===== config.mk =====
export PLATFORM = sky130hd
export DESIGN_NAME = seq_generator
export DESIGN_NICKNAME = d
export VERILOG_FILES = /design/src/rtl/seq_generator.sv
export SDC_FILE = /design/constraint.sdc
export NUM_CORES = 1
export LEC_CHECK = 0
export ABC_CLOCK_PERIOD_IN_PS = 7700
export CAP_MARGIN = 20
export CORE_UTILIZATION = 30
export DETAILED_ROUTE_END_ITERATION = 7
export PLACE_DENSITY = 0.51
export SYNTH_ARGS = -nofsm -noshare
export SYNTH_HDL_FRONTEND = slang
export SYNTH_SLANG_ARGS = --single-unit

===== constraint.sdc =====
create_clock -name clk -period 7.7 [get_ports clk]
set_input_delay 1.54 -clock clk [delete_from_list [all_inputs] [get_ports clk]]
set_output_delay 1.54 -clock clk [all_outputs]
set_load 0.05 [all_outputs]

===== src/rtl/seq_generator.sv =====
// Free-running generator for T(n+3) = T(n+1) + T(n), seeded 0, 1, 1.
// Emits one term per clock; arithmetic wraps modulo 2^DATA_W.
module seq_generator #(
  parameter int unsigned DATA_W = 32
) (
  input  logic              clk,
  input  logic              reset,
  output logic [DATA_W-1:0] seq_o
);

  // a, b, c hold T(n), T(n+1), T(n+2)
  logic [DATA_W-1:0] a;
  logic [DATA_W-1:0] b;
  logic [DATA_W-1:0] c;
  logic [DATA_W-1:0] next_c;

  // Carry out is intentionally dropped so the sequence wraps and keeps running
  assign next_c = a + b;

  always_ff @(posedge clk or posedge reset) begin
    if (reset) begin
      a <= '0;
      b <= DATA_W'(1);
      c <= DATA_W'(1);
    end else begin
      a <= b;
      b <= c;
      c <= next_c;
    end
  end

  assign seq_o = a;

endmodule


## After elaboration in Yosys (flattened, before gate mapping)

Cells that the tools add are included.

- Add/sub/neg operators: 1

Operators by type and width:

| operator | count |
|---|---|
| $add 32x32->32 | 1 |

- Flip-flop bits (word level): 96

## Longest topological paths before layout

- Depth in word-level cells: 1
- Mapped depth: 8
- Mapped depth without buffers: 8

## Worst setup path before layout

No wires, ideal clock.

- Kind: flip-flop to flip-flop
- Start point: register a[0] (netlist: seq_o[0])
- End point: register c[26]
- Setup time: 0.069 ns
- Arrival: 2.624 ns
- Required time: 7.631 ns
- Slack: 5.006 ns
- Stages on the path, launching flop included: 9
- Buffers on the path: 0
- Clock period less this slack: 2.694 ns
- Path through: dfrtp_1 -> ha_1 -> fa_1 -> a21o_1 -> a311oi_1 -> or4_4 -> a2111oi_4 -> or4_1 -> nand3_1

- Cells in the longest elaborated chain, start to end: 1

Ends and longest elaborated chain:

| item | RTL line | text |
|---|---|---|
| start: declaration | 12 | `logic [DATA_W-1:0] a;` |
| start signal: assignment | 22 | `a <= '0;` |
| start signal: assignment | 26 | `a <= b;` |
| $add 32x32->32 | 18 | `assign next_c = a + b;` |
| named net next_c[26] | 15 | `logic [DATA_W-1:0] next_c;` |
| end signal: assignment | 28 | `c <= next_c;` |
| end: declaration | 14 | `logic [DATA_W-1:0] c;` |

The timed path passes the listed nets, and every way through them passes these cells.

## Worst setup path after layout

- Start point: register a[1] (netlist: seq_o[1])
- End point: output port seq_o[1]

RTL lines:

| item | RTL line | text |
|---|---|---|
| end: declaration | 8 | `output logic [DATA_W-1:0] seq_o` |

No word-level cell between the ends.

==> impl_metrics.toml <==
[floorplanning]
die_h_um = 124
num_rows = 44
core_area_um2 = 14500
initial_utilization = 0.306
die_area_um2 = 15300
pin_count = 34
die_w_um = 124

[logic_synthesis]
synth_edf_count = 0
synth_compound_area_frac = 0.176
yosys.area_share.simple = 0.106
ys_seq_area_frac = 0.540
synth_fa_ha_area_frac = 0.0916
yosys-top-cells-count = "94 x dfrtp_1, 31 x ha_1, 28 x a21oi_1"
synth_most_common_cell = "dfrtp_1"
muxShareOfSynthArea = 0.0115
synth-seq-cells = 96
synth_top_family_by_area = "compound AO/OA/AOI/OAI gates"
synth.avg_cell_area_um2 = 12.0
synthDominantCellAreaShare = 0.528
netlist_area_um2 = 4450
syn_inst = 372
synthXorXnorAreaFrac = 0.0452
synthTopCellsByArea = "dfrtp_1 53%, ha_1 8.7%, a21oi_1 3.1%"
synth_ff_type = "dfrtp_1"
mappedNetlistNets = 406
ys_async_sr_fraction = 1.00
yosysTopAreaCell = "dfrtp_1"
yosys_warnings = 0
ys_types = 68

[route]
routed_wl_mm = 8.63
routedWlPerCell_um = 14.5
vias = 2930
ant_nets = 0
drtPass1Iterations = 5
route.detailed.drc = 0
drt-vias-per-instance = 4.92
drt-initial-drc-count = 148

[worst_setup_path]
reg2reg_slack_ns = 4.98
critPathSlowestCell = "clkdlybuf4s50_1"
cp_top_family = "buffers and inverters"
required_ns = 6.16
slowest_delay_ns = 0.82
worstPathCellList = "clkdlybuf4s50_1"
cp_num_buf_inv = 1
critPathLaunchType = "register"
arrival_ns = 1.56
path_class = "reg -> out"
critPathCaptureType = "output port"
crit_fanout = 3

[clock_network]
cts_tree = "done"
postCtsSetupBuffers = 0
htree_levels = 3
cts_buffers = 9
cts-resized-gates = 0
root_buffer = "clkbuf_16"
worstSkewPairLatency_ns = 0.35
path_clk_slew_ns = 0.06
clk_path_buf_depth = 2
hold_buffers = 0
clock_sinks = 96

[sta]
worst_pin_slew_ns = 0.726
slew_headroom = 0.516
fin_crit_ns = 3.10
rsz0062_at_grt = "false"
drv_slew = 0
fmaxAchievable_ghz = 0.322
tns_ns = 0
hold_viol = 0
finalCritPeriodShare = 0.403
setup_viol = 0
clock_skew_ns = 0.00505

[power]
p_leak_uw = 0.00260
peakVddDrop_mv = 0.0799
powerDensity_nw_per_um2 = 182

[global_routing]
grt_usage = 0.126
grt_max_degree = 61
grt_pass1_vias = 2963
grt_overflow_total = 0
grt_pass1_wl_mm = 14.6
antenna_found_initial = 0

[finish]
nets = 441
area_growth_pct = 17.4
diodes = 0
finish.utilization = 0.360
n_fill_cell = 1478
drive_gt1_frac = 0.0777

[place]
hpwl_mm = 6.37
gp_congestion = 0.779
io_buffers = 33

[status]
status = "finished, final reports clean"

[worst_hold_path]
hold_path_class = "reg -> reg"

[job]
maxCapViolCount = 0
-- logic make-up after synthesis --
| group | Yosys count |
|---|---|
| AOI/OAI and AO/OA | 107 |
| DFF | 96 |
| and+or+nand+nor | 87 |
| adders and majority gates | 32 |
| xor gates and xnor gates | 23 |
| buffers and inverters | 22 |
| muxes | 5 |
-- flip-flops by register name, indices dropped and copies added (netlist names) --
| name | cells |
|---|---|
| seq_o | 32 |
| b | 32 |
| c | 32 |
-- final timing paths --
kind                                         start  depth (start not counted)                   to
worst max-delay path            seq_o[1]$_DFF_PP0_                          1             seq_o[1]
worst min-delay path                c[8]$_DFF_PP0_                          0       b[8]$_DFF_PP0_
worst max register to register      b[0]$_DFF_PP1_                          8      c[30]$_DFF_PP0_
worst min register to register      c[8]$_DFF_PP0_                          0       b[8]$_DFF_PP0_
max in group asynchronous                    reset                          3  seq_o[19]$_DFF_PP0_
min in group asynchronous                    reset                          2  seq_o[24]$_DFF_PP0_
-- final cells by class --
type / count / area (µm²) / share of cell area
Timing Repair Buffer: 34 / 338 / 0.0646
Multi-Input combinational cell: 254 / 1920 / 0.367
Clock buffer: 11 / 233 / 0.0445
Clock inverter: 5 / 56.3 / 0.0108
Sequential cell: 96 / 2400 / 0.460
Inverter: 12 / 47.5 / 0.00909
Tap cell: 184 / 230 / 0.0440
-- through the flow --
| stage | instance area (µm²) | power, µW | instances | setup WS (ns) | hold slack (ns) |
|---|---|---|---|---|---|
| floorplan | 4450 | 521 | 372 | 3.66 | 0.331 |
| global placement | 4940 | 524 | 580 | 4.64 | 0.333 |
| detailed placement | 4940 | 525 | 580 | 4.57 | 0.335 |
| CTS | 5230 | 968 | 596 | 4.57 | 0.350 |
| global route | 5230 | 988 | 596 | 4.54 | 0.351 |
| finish | 5230 | 951 | 596 | 4.60 | 0.346 |
-- power breakdown --
| group | total [µW] | internal (µW) | switching, µW |
|---|---|---|---|
| clock | 437 | 252 | 185 |
| sequential | 504 | 504 | 0 |
| combinational | 10.2 | 0.882 | 9.31 |
| total | 951 | 757 | 194 |
-- metal layers --
layer | wire [µm] | vias up | global-route usage
met4 | 150 | 0 | 0.0520
met5 | 0 | - | 0
li1 | - | 1440 | -
met2 | 3820 | 44 | 0.186
met3 | 311 | 10 | 0.0339
met1 | 4340 | 1436 | 0.174
-- layout by cell type, fill, tap and decap left out, drive strengths merged, types with 4 or more instances in the layout --
cell type / count
nor3: 4
and4: 5
inv: 13
mux2i: 4
clkdlybuf4s50: 33
dfrtp: 94
a211oi: 6
nand2: 20
ha: 31
nand4: 6
nand3: 8
nand2b: 4
a21oi: 28
xnor2: 13
o21a: 7
o211ai: 5
a21o: 15
clkbuf: 11
nor2: 20
xor2: 10
o21ai: 14
No activity file was read; power rests on OpenSTA's default activity.
==> variant: new RTL, config.mk and constraints unchanged <==
`DATA_W`: 32 -> 16.
--- a/src/rtl/seq_generator.sv
+++ b/src/rtl/seq_generator.sv
@@ -1,7 +1,7 @@
 // Free-running generator for T(n+3) = T(n+1) + T(n), seeded 0, 1, 1.
 // Emits one term per clock; arithmetic wraps modulo 2^DATA_W.
 module seq_generator #(
-  parameter int unsigned DATA_W = 32
+  parameter int unsigned DATA_W = 16
 ) (
   input  logic              clk,
   input  logic              reset,
Ports: changed (resized seq_o); port bits go from 34 to 18. No check against the original RTL was run, so the function may have changed too.
==> variant against the unedited design <==
Final area down 55%; sequential cell count down 48; area after synthesis down 57%; count of clock-buffer cells in the layout down 6; power down 47%; first-iteration DRC count down 81%; utilization up 3.2 points; worst hold slack better by 0.0068 ns; worst setup slack better by 0.030 ns; routed wire length down 62%; highest routed layer unchanged.
==> variant: results (changes against the unedited design) <==
| Metric | Value |
|---|---|
| Post-Layout Cell Count | `248 (was 596)` |
| # H-tree levels | `2 (was 3)` |
| Wire length of the first global-routing pass | `5.78 mm (was 14.6 mm)` |
| Cell count after placement | `239 (was 580)` |
| Via count of the first global-routing pass | `1249 (was 2963)` |
| Top post-synthesis cells by area | `dfrtp_1, ha_1, xnor2_1 (was dfrtp_1, ha_1, a21oi_1)` |
| Reported clock group power | `0.243 mW (was 0.437 mW)` |
| Number of nets produced by synthesis | `165 (was 406)` |
| Clk root buf | `clkbuf_8 (was clkbuf_16)` |
| Slew at the pin with the worst max-slew slack | `0.499 ns (was 0.726 ns)` |
| Static Leakage | `1.17 nW (was 2.60 nW)` |
| Sequential share of the synthesized area | `62.3% (was 54.0%)` |
| Pin count of the biggest net entering global routing | `49 (was 61)` |
| P per Cell Area | `211 nW/um^2 (was 182 nW/um^2)` |
| Filler cells | `574 (was 1478)` |
| Sequential cell fraction of total power | `50.2% (was 53.0%)` |
| Outcome | `finished, final reports clean (unchanged)` |
| Instance area after placement | `2200 sq um (was 4940 sq um)` |
| Fin Clk Skew | `0.00501 ns (was 0.00505 ns)` |
| Number of standard cells after synthesis | `147 (was 372)` |
| Estimated wirelength of the detail-placed design | `2.38 mm (was 6.37 mm)` |
| Clock transition time at the flip-flop clock pins of the worst setup and hold paths | `0.09 ns (was 0.06 ns)` |
| Arrival time at the worst endpoint | `1.53 ns (was 1.56 ns)` |
| Number of search-and-repair iterations in the first detailed-routing pass | `4 (was 5)` |
| Violation count after the first detailed-routing iteration | `28 (was 148)` |
variant: cell types whose count changed after synthesis, moves of 8 or more:
cell	delta
dfrtp_1	-48
ha_1	-16
inv_1	-8
nor2_1	-18
nand2_1	-11
a21oi_1	-11
a21o_1	-12
variant: layer usage:
layer / GRT usage [%] / vias up / wire length [microns]
met2: 17.9 / 16 / 1520
met3: 4.95 / 5 / 126
met5: 0 / - / 0
met1: 14.9 / 564 / 1630
li1: - / 569 / -
met4: 3.68 / 0 / 37
variant: final cells by class:
class | count | area share, %
Sequential cell | 48 | 50.7
Tap cell | 75 | 3.95
Clock inverter | 3 | 3.79
Timing Repair Buffer | 18 | 8.01
Clock buffer | 5 | 2.90
Multi-Input combinational cell | 95 | 30.0
Inverter | 4 | 0.632
variant: final timing paths:
| kind | from | end | cells after the start | slack (ns) |
|---|---|---|---|---|
| max in group asynchronous | reset | b[0]$_DFF_PP1_ | 3 | 5.57 |
| worst min register to register | c[14]$_DFF_PP0_ | b[14]$_DFF_PP0_ | 0 | 0.35 |
| worst max register to register | seq_o[0]$_DFF_PP0_ | c[10]$_DFF_PP0_ | 7 | 5.35 |
| worst min-delay path | c[14]$_DFF_PP0_ | b[14]$_DFF_PP0_ | 0 | 0.35 |
| min in group asynchronous | reset | b[13]$_DFF_PP0_ | 2 | 1.57 |
| worst max-delay path | seq_o[1]$_DFF_PP0_ | seq_o[1] | 1 | 4.63 |
variant: cell families after synthesis:
kind of cell	synth area share, %
adders and majority gates	10.8
buffers and inverters	0.777
DFF	62.3
muxes	0.518
AOI/OAI and AO/OA	13.2
xor gates and xnor gates	6.80
and+or+nand+nor	5.64
